<file path="src/rtl/proc_pkg.sv">
// proc_pkg: constants shared by the datapath and the control unit.
//   ULA operation codes, instruction opcodes and default widths.
package proc_pkg;
   localparam int DATA_W_DEF = 16;
   localparam int IR_W_DEF   = 9;
   localparam int NREGS_DEF  = 8;

   // ULA operation select (Ulaop)
   localparam logic [1:0] ULA_ADD  = 2'b00;
   localparam logic [1:0] ULA_SUB  = 2'b01;  // A - bus
   localparam logic [1:0] ULA_AND  = 2'b10;
   localparam logic [1:0] ULA_PASS = 2'b11;  // result = bus

   // Instruction opcodes (IR[IR_W-1 -: 3])
   localparam logic [2:0] OP_MV   = 3'b000;
   localparam logic [2:0] OP_MVI  = 3'b001;
   localparam logic [2:0] OP_SUB  = 3'b011;
   localparam logic [2:0] OP_MVNZ = 3'b100;
endpackage

</file>
<file path="src/rtl/processor_datapath_regn.sv">
// regn: N-bit register with asynchronous active-high clear and load enable.
//   Clock  in  1  rising-edge clock
//   Resetn in  1  asynchronous active-high clear
//   en     in  1  load enable
//   d      in  N  load data
//   q      out N  register contents
module regn #(
   parameter int N = 16
) (
   input  logic         Clock,
   input  logic         Resetn,
   input  logic         en,
   input  logic [N-1:0] d,
   output logic [N-1:0] q
);
   logic [N-1:0] q_q, q_d;

   always_comb begin
      q_d = q_q;
      if (en) q_d = d;
   end

   always_ff @(posedge Clock or posedge Resetn) begin
      if (Resetn) q_q <= '0;
      else        q_q <= q_d;
   end

   assign q = q_q;
endmodule

</file>
<file path="src/rtl/processor_datapath.sv">
// processor_datapath: register file R0..R(NREGS-1), A, G, IR, shared bus and ULA,
// driven by control strobes from unidade_controle.
//   Clock      in   1       rising-edge clock
//   Resetn     in   1       asynchronous ACTIVE-HIGH reset
//   DIN        in   DATA_W  memory data / immediate
//   IRin       in   1       load IR from DIN upper bits
//   Rin/Rout   in   NREGS   one-hot register load / bus drive
//   Ain, Gin   in   1       load A from bus / G from ULA
//   Gout       in   1       G drives bus
//   Ulaop      in   2       ULA operation
//   DINout     in   1       DIN drives bus
//   Instrucao  out  IR_W    IR contents
//   GRout      out  DATA_W  G contents
//   Gzero      out  1       G == 0
//   BusWires   out  DATA_W  current bus value
//   BusErr     out  1       sticky multiple-driver flag
module processor_datapath
   import proc_pkg::*;
#(
   parameter int DATA_W = DATA_W_DEF,
   parameter int IR_W   = IR_W_DEF,
   parameter int NREGS  = NREGS_DEF
) (
   input  logic              Clock,
   input  logic              Resetn,
   input  logic [DATA_W-1:0] DIN,
   input  logic              IRin,
   input  logic [NREGS-1:0]  Rin,
   input  logic [NREGS-1:0]  Rout,
   input  logic              Ain,
   input  logic              Gin,
   input  logic              Gout,
   input  logic [1:0]        Ulaop,
   input  logic              DINout,
   output logic [IR_W-1:0]   Instrucao,
   output logic [DATA_W-1:0] GRout,
   output logic              Gzero,
   output logic [DATA_W-1:0] BusWires,
   output logic              BusErr
);
   localparam int CNT_W = $clog2(NREGS + 3);

   logic [NREGS-1:0][DATA_W-1:0] r_q;
   logic [DATA_W-1:0]            a_q, g_q, bus, ula_res;
   logic [CNT_W-1:0]             drv_cnt;
   logic                         bus_err_q, bus_err_d;

   for (genvar gi = 0; gi < NREGS; gi++) begin : g_r
      regn #(.N(DATA_W)) u_r (
         .Clock(Clock), .Resetn(Resetn), .en(Rin[gi]), .d(bus), .q(r_q[gi]));
   end

   regn #(.N(DATA_W)) u_a (
      .Clock(Clock), .Resetn(Resetn), .en(Ain), .d(bus), .q(a_q));
   regn #(.N(DATA_W)) u_g (
      .Clock(Clock), .Resetn(Resetn), .en(Gin), .d(ula_res), .q(g_q));
   regn #(.N(IR_W)) u_ir (
      .Clock(Clock), .Resetn(Resetn), .en(IRin), .d(DIN[DATA_W-1 -: IR_W]), .q(Instrucao));

   // Bus priority DINout > Gout > lowest-index Rout. Scanning registers from the
   // top down lets the lowest set index win.
   always_comb begin
      bus = '0;
      for (int i = NREGS - 1; i >= 0; i--)
         if (Rout[i]) bus = r_q[i];
      if (Gout)   bus = g_q;
      if (DINout) bus = DIN;
   end

   // ULA sees A before the edge, so Ain and Gin together use the old A.
   always_comb begin
      ula_res = bus;
      case (Ulaop)
         ULA_ADD:  ula_res = a_q + bus;
         ULA_SUB:  ula_res = a_q - bus;
         ULA_AND:  ula_res = a_q & bus;
         default:  ula_res = bus;
      endcase
   end

   always_comb begin
      drv_cnt = CNT_W'(DINout) + CNT_W'(Gout);
      for (int i = 0; i < NREGS; i++)
         drv_cnt = drv_cnt + CNT_W'(Rout[i]);
      bus_err_d = bus_err_q | (drv_cnt > CNT_W'(1));
   end

   always_ff @(posedge Clock or posedge Resetn) begin
      if (Resetn) bus_err_q <= 1'b0;
      else        bus_err_q <= bus_err_d;
   end

   assign GRout    = g_q;
   assign Gzero    = (g_q == '0);
   assign BusWires = bus;
   assign BusErr   = bus_err_q;
endmodule

</file>
<file path="config.mk">
export PLATFORM = sky130hd
export DESIGN_NAME = processor_datapath
export DESIGN_NICKNAME = d
export VERILOG_FILES = /design/src/rtl/proc_pkg.sv /design/src/rtl/processor_datapath_regn.sv /design/src/rtl/processor_datapath.sv
export SDC_FILE = /design/constraint.sdc
export NUM_CORES = 1
export LEC_CHECK = 0
export ABC_AREA = 0
export ABC_CLOCK_PERIOD_IN_PS = 4000
export CAP_MARGIN = 20
export CORE_MARGIN = 4
export CORE_UTILIZATION = 40
export CTS_CLUSTER_SIZE = 10
export DETAILED_ROUTE_END_ITERATION = 10
export GPL_ROUTABILITY_DRIVEN = 0
export PLACE_DENSITY = 0.58
export SYNTH_ARGS = -nofsm -noshare
export SYNTH_HDL_FRONTEND = slang
export SYNTH_HIERARCHICAL = 1
export SYNTH_SLANG_ARGS = --single-unit
</file>
<file path="constraint.sdc">
create_clock -name Clock -period 4 [get_ports Clock]
set_input_delay 0.6 -clock Clock [delete_from_list [all_inputs] [get_ports Clock]]
set_output_delay 0.6 -clock Clock [all_outputs]
set_load 0.01 [all_outputs]
</file>
==> impl_metrics.json, run 1 <==
{
  "diodes": 0,
  "worst_pin_slew_ns": 1.11,
  "die_w_um": 165,
  "fin_crit_sh_pct": 104,
  "max_freq_ghz": 0.241,
  "grt_overflow": 0,
  "vdd_drop_max_mv": 0.243,
  "status": "finished, violations left",
  "netSwitchingPower_mw": 2.39,
  "syn_area_per_cell_um2": 12.2,
  "portBuffers": 83,
  "syn_area_um2": 9880,
  "switching_share_pct": 33.8,
  "yosysSeqAreaShare_pct": 43.1,
  "tns_ns": -0.536,
  "grtUsageTotal_pct": 21.1,
  "yosysWarnings": 6,
  "clock_path_buffers": 2,
  "antenna_found_initial": 0,
  "power_leakage_nw": 5.67,
  "ant_nets": 0,
  "synthDistinctLibCells": 66,
  "grt_pass1_vias": 7518,
  "synth_edf_count": 0,
  "grt_pass1_wl_um": 44100,
  "slew_violations": 0,
  "skew_ns": 0.0129,
  "cts-root-buf": "clkbuf_16",
  "p_comb_share_pct": 39.9,
  "rsz0062_at_grt": "true",
  "postLayoutCellArea_um2": 12600,
  "clk_pin_slew_ns": 0.07,
  "r2r_start": "g_r[6].u_r/q[1]",
  "period_minus_slack_ns": 4.15,
  "crit_fanout": 4,
  "first_pass_iters": 5,
  "die_h_um": 165,
  "maxCapViolCount": 0,
  "drive_gt1_share_pct": 40.5,
  "p_seq_share_pct": 35.8,
  "reg2reg_depth": 19,
  "reg2reg_to": "u_g/q[14]",
  "vias": 7176,
  "worst_slack_ns": -0.149,
  "crit_type": "in2reg",
  "synth.area.top_cells": "dfrtp_1, mux2_4, mux2_2",
  "violations": "negative setup slack",
  "cts_max_level": 4,
  "cp-startpoint": "Rout[0]",
  "yosys.cell_count.top_type": "dfrtp_1",
  "die-area_um2": 27300,
  "detail_route.wl_per_cell_um": 20.8,
  "critPathRequiredTime_ns": 4.32,
  "p_clk_share_pct": 24.3,
  "power_mw": 7.08,
  "hold_slack_ns": 0.492,
  "cts_tree": "built",
  "internal_power_mw": 4.68,
  "final_cells": 1337,
  "synth_cells": 809,
  "syn_nets": 876,
  "r2r_setup_slack_ns": -0.15,
  "synth_top_area_share_pct": 43.1,
  "pre_cts_ws_ns": -1.21,
  "synth_seq_cells": 170,
  "area_growth_pct": 27.5,
  "grt_max_degree": 32,
  "drtIter0Drc": 536,
  "finalHoldViolations": 0,
  "cts_buffers": 17,
  "synth_flop_cell": "dfrtp_1",
  "setup_violations": 4,
  "cts_hold_buf": 0,
  "drt_wl_total_um": 27900,
  "dp_cells": 1283,
  "drt-vias-per-instance": 5.37,
  "row_count": 57,
  "slew_headroom_pct": 26.0,
  "pin_count": 84,
  "insertion_delay_ns": 0.44,
  "synth_common_cells": "dfrtp_1, mux2_4, mux2_2, inv_1, nor2_1",
  "clock_sinks": 170,
  "cp.arrival_ns": 4.47,
  "initial_core_util_pct": 40.6,
  "hold_path.class": "reg2reg",
  "drc": 0,
  "placed_area_um2": 11600,
  "post-dp-hpwl_um": 20600,
  "critPathCapture": "u_g/q[14]",
  "core_um2": 24300,
  "finish.utilization_pct": 51.8,
  "start_kind": "primary input",
  "p_per_area_nw_per_um2": 562,
  "nets": 1067,
  "endpoint_kind": "register",
  "yosysTopAreaCell": "dfrtp_1",
  "async_flop_share_pct": 100
}
==> worst min-delay path by stage <==
stage                      endpoint       startpoint  cells after the start
detailed placement  g_r[1].u_r/q[1]  g_r[1].u_r/q[1]                      1
global placement             BusErr           BusErr                      2
finish                       BusErr           BusErr                      2
floorplan                    BusErr           Resetn                      1
global route        g_r[2].u_r/q[3]  g_r[2].u_r/q[3]                      1
CTS                 g_r[1].u_r/q[1]  g_r[1].u_r/q[1]                      1
==> kinds of logic (layout without fill, tap and decap cells) <==
logic type      Yosys count  after routing  share of synthesized area [%]
compound gates          190            190                           14.0
mux                     170            170                           23.5
flops                   170            170                           43.1
buf+inv                  96            300                           6.46
xor+xnor                 24             24                           2.27
simple gates            133            133                           6.82
fa+ha+maj                26             26                           3.83
==> state kept, by name, indices dropped and copies added (netlist names) <==
register and cells:
u_ir/q 9, BusErr 1, u_g/q 16, u_a/q 16, g_r.u_r/q 128
==> area by class of cell <==
class	instances	area, µm²
clock buffer	18	439
sequential	170	4250
inverter	47	179
tap	324	405
clock inverter	14	168
timing repair buffer	221	1900
multi-input combinational	543	5250
fill	2080	11700
==> timing repair <==
action / 4_1_cts / 5_1_grt
resized for setup: 81 / 13
endpoints found under the hold margin: 0 / 0
setup buffers: 20 / 2
pin swaps: 37 / 23
endpoints found under the setup margin: 16 / 10
==> placed cells by master (no fill, tap or decap), types with 20 or more instances in the layout <==
master	instances
clkdlybuf4s50_1	72
inv_1	40
mux2_4	110
o211ai_1	20
dfrtp_1	170
buf_4	130
o21ai_0	23
nor2_1	31
nand2_1	26
mux2_2	59
==> metal layers <==
| metal | GRT usage (%) | part of all wire [%] |
|---|---|---|
| met1 | 30.6 | 48 |
| met2 | 32.4 | 46 |
| met3 | 3.30 | 3.6 |
| met4 | 6.50 | 1.8 |
| met5 | 0 | 0 |
==> power groups by stage <==
| stage | logic (mW) | registers [mW] | clock network, mW |
|---|---|---|---|
| final | 2.82 | 2.54 | 1.72 |
| after global routing | 3.06 | 2.59 | 1.82 |
| after CTS | 2.77 | 2.53 | 1.75 |
| after detailed placement | 2.59 | 2.55 | 0 |
| after global placement | 2.55 | 2.55 | 0 |
| after floorplan | 1.63 | 2.46 | 0 |
==> critical path, stage by stage <==
cell	delay (ns)
dlygate4sd2_1	0.25
buf_6	0.14
buf_8	0.12
nor2_1	0.15
a31oi_1	0.12
a21o_1	0.20
buf_4	0.13
ha_1	0.29
nor2_2	0.12
a21oi_2	0.05
fa_1	0.43
nor2b_1	0.15
o21ai_0	0.12
a21boi_1	0.24
o21ai_2	0.11
a211oi_2	0.29
o21ai_2	0.13
a2111oi_4	0.35
o21a_1	0.16
o31ai_1	0.07
mux2_4	0.26
No activity file was read; power rests on OpenSTA's default activity.
==> run 2, diff against run 1 <==
--- a/config.mk
+++ b/config.mk
@@ -6,14 +6,16 @@
 export NUM_CORES = 1
 export LEC_CHECK = 0
 export ABC_AREA = 0
-export ABC_CLOCK_PERIOD_IN_PS = 4000
 export CAP_MARGIN = 20
+export CELL_PAD_IN_SITES_DETAIL_PLACEMENT = 0
+export CELL_PAD_IN_SITES_GLOBAL_PLACEMENT = 2
 export CORE_MARGIN = 4
 export CORE_UTILIZATION = 40
 export CTS_CLUSTER_SIZE = 10
 export DETAILED_ROUTE_END_ITERATION = 10
+export DONT_BUFFER_PORTS = 1
 export GPL_ROUTABILITY_DRIVEN = 0
-export PLACE_DENSITY = 0.58
+export PLACE_DENSITY = 0.74
 export SYNTH_ARGS = -nofsm -noshare
 export SYNTH_HDL_FRONTEND = slang
 export SYNTH_HIERARCHICAL = 1
==> run 2 against run 1 <==
The flow still finishes with violations (negative setup slack). Fmax shrank 3.2%. Critical path depth shrank 3. Power shrank 3.6%. Final cell count shrank 7.2%. Sequential share of layout area grew 2.7 points. Count of clock-buffer cells in the layout grew 2. Global-route usage grew 2.1 points. Via count is essentially flat. First-iteration DRC count grew 5.4%. Worst setup slack lost 0.14 ns. Largest power group is now sequential cells.
==> impl_metrics.json, run 2 (synthesis gave the netlist of run 1 again) <==
{
  "start_kind": "primary input",
  "diodes": 0,
  "fin_crit_sh_pct": 107,
  "post-dp-hpwl_um": 22200,
  "power_leakage_nw": 5.25,
  "crit_path_max_incr_delay_ns": 0.37,
  "rsz0062_at_grt": "true",
  "violations": "negative setup slack",
  "drt_wl_total_um": 31200,
  "grt_overflow": 0,
  "nets": 971,
  "maxCapViolCount": 0,
  "cp_common_cell": "o211ai_1",
  "antenna_found_initial": 2,
  "initial_core_util_pct": 40.6,
  "cp-startpoint": "Rout[7]",
  "placed_area_um2": 10800,
  "area_growth_pct": 18.1,
  "postLayoutCellArea_um2": 11700,
  "detail_route.wl_per_cell_um": 25.1,
  "core_um2": 24300,
  "drt-vias-per-instance": 5.78,
  "insertion_delay_ns": 0.44,
  "drc": 0,
  "cts_tree": "built",
  "row_count": 57,
  "slew_headroom_pct": 47.8,
  "pin_count": 84,
  "crit_slowest_cell": "o41a_1",
  "vdd_drop_max_mv": 0.304,
  "grt_max_degree": 34,
  "die-area_um2": 27300,
  "critPathRequiredTime_ns": 4.32,
  "endpoint_kind": "register",
  "p_per_area_nw_per_um2": 585,
  "grt_pass1_wl_um": 47300,
  "worst_pin_slew_ns": 0.782,
  "r2r_start": "g_r[6].u_r/q[0]",
  "grt_pass1_vias": 7470,
  "status": "finished, violations left",
  "cp_num_buf_inv": 2,
  "die_w_um": 165,
  "cts-root-buf": "clkbuf_16",
  "finalHoldViolations": 0,
  "cts_max_level": 4,
  "crit_type": "in2reg",
  "portBuffers": 0,
  "cp.arrival_ns": 4.61,
  "drive_gt1_share_pct": 42.5,
  "skew_ns": 0.0116,
  "final_cell_mix": "dfrtp_1, buf_4, mux2_4",
  "die_h_um": 165,
  "clock_path_buffers": 2,
  "first_pass_iters": 5,
  "drtIter0Drc": 565,
  "max_freq_ghz": 0.233,
  "period_minus_slack_ns": 4.29,
  "clk_pin_slew_ns": 0.07,
  "ant_nets": 0,
  "setup_violations": 3,
  "grtUsageTotal_pct": 23.2,
  "final_common_cell": "dfrtp_1",
  "cts_buffers": 17,
  "hold_path.class": "in2async",
  "crit_chain": "nor2b_1, buf_12, a221oi_2, o21bai_1, a221o_1, buf_4, a211oi_4, a31oi_1, xnor2_1, ha_1, or3_1, o211ai_1, o211ai_1, o41a_1, a211oi_2, xnor3_1, o21ai_1, mux2_4",
  "cpLargestDelayFamily": "compound AO/OA/AOI/OAI gates",
  "pre_cts_ws_ns": -0.604,
  "worst_slack_ns": -0.288,
  "clock_sinks": 170,
  "crit_fanout": 7,
  "vias": 7179,
  "slew_violations": 0,
  "largest_reg_flops": 128
}
[run 2: power breakdown]
| part | internal, mW | leakage (nW) | total, mW | switching, mW |
|---|---|---|---|---|
| combinational | 1.38 | 2.93 | 2.55 | 1.17 |
| clock | 0.929 | 0.291 | 1.71 | 0.780 |
| sequential | 2.16 | 2.02 | 2.57 | 0.409 |
| total | 4.47 | 5.25 | 6.83 | 2.35 |
[run 2: layout make-up]
| cell class | count | area [µm²] |
|---|---|---|
| timing repair buffer | 125 | 961 |
| clock buffer | 20 | 467 |
| fill | 2163 | 12700 |
| multi-input combinational | 543 | 5270 |
| tap | 324 | 405 |
| inverter | 47 | 181 |
| clock inverter | 12 | 128 |
| sequential | 170 | 4250 |
[run 2: per-stage QoR]
stage                     total power, mW  std cells  TNS (ns)  hold WS, ns  utilization, %
after detailed placement             4.95       1194     -2.84        0.336            44.2
after floorplan                      4.09        809     -1.16        0.329               -
after global placement               4.88       1194     -2.55        0.336            44.2
after CTS                            6.71       1231    -0.459      0.00970            47.2
final                                6.83       1241    -0.550      0.00630            48.0
after global routing                 7.15       1241     -1.15       0.0160            48.0
[run 2: path summary, 6_finish.rpt]
kind / to / slack (ns) / cells past startpoint
hold / removal: u_ir/q[0] / 0.006 / 1
max in group asynchronous: u_g/q[6] / 3.31 / 1
setup reg to reg: u_g/q[15] / -0.26 / 18
setup / recovery: u_g/q[15] / -0.29 / 18
min in group Clock: u_ir/q[3] / 0.30 / 1
hold reg to reg: g_r[5].u_r/q[0] / 0.51 / 1
[run 2: routing by layer]
layer  GRT usage (%)  up-vias  part of all wire, %
met5               0        -                0.087
met4            9.49        4                  4.2
met3            6.06       57                  6.8
met2            34.3      245                   45
met1            32.3     3718                   44
li1                -     3155                    -
[run 2: what timing repair did]
action	CTS	global route
hold buffers	1	0
gates resized for setup	15	29
buffers inserted	4	11
gates cloned	0	0
pin swaps	9	30
hold endpoints to repair	1	0
setup endpoints to repair	5	7
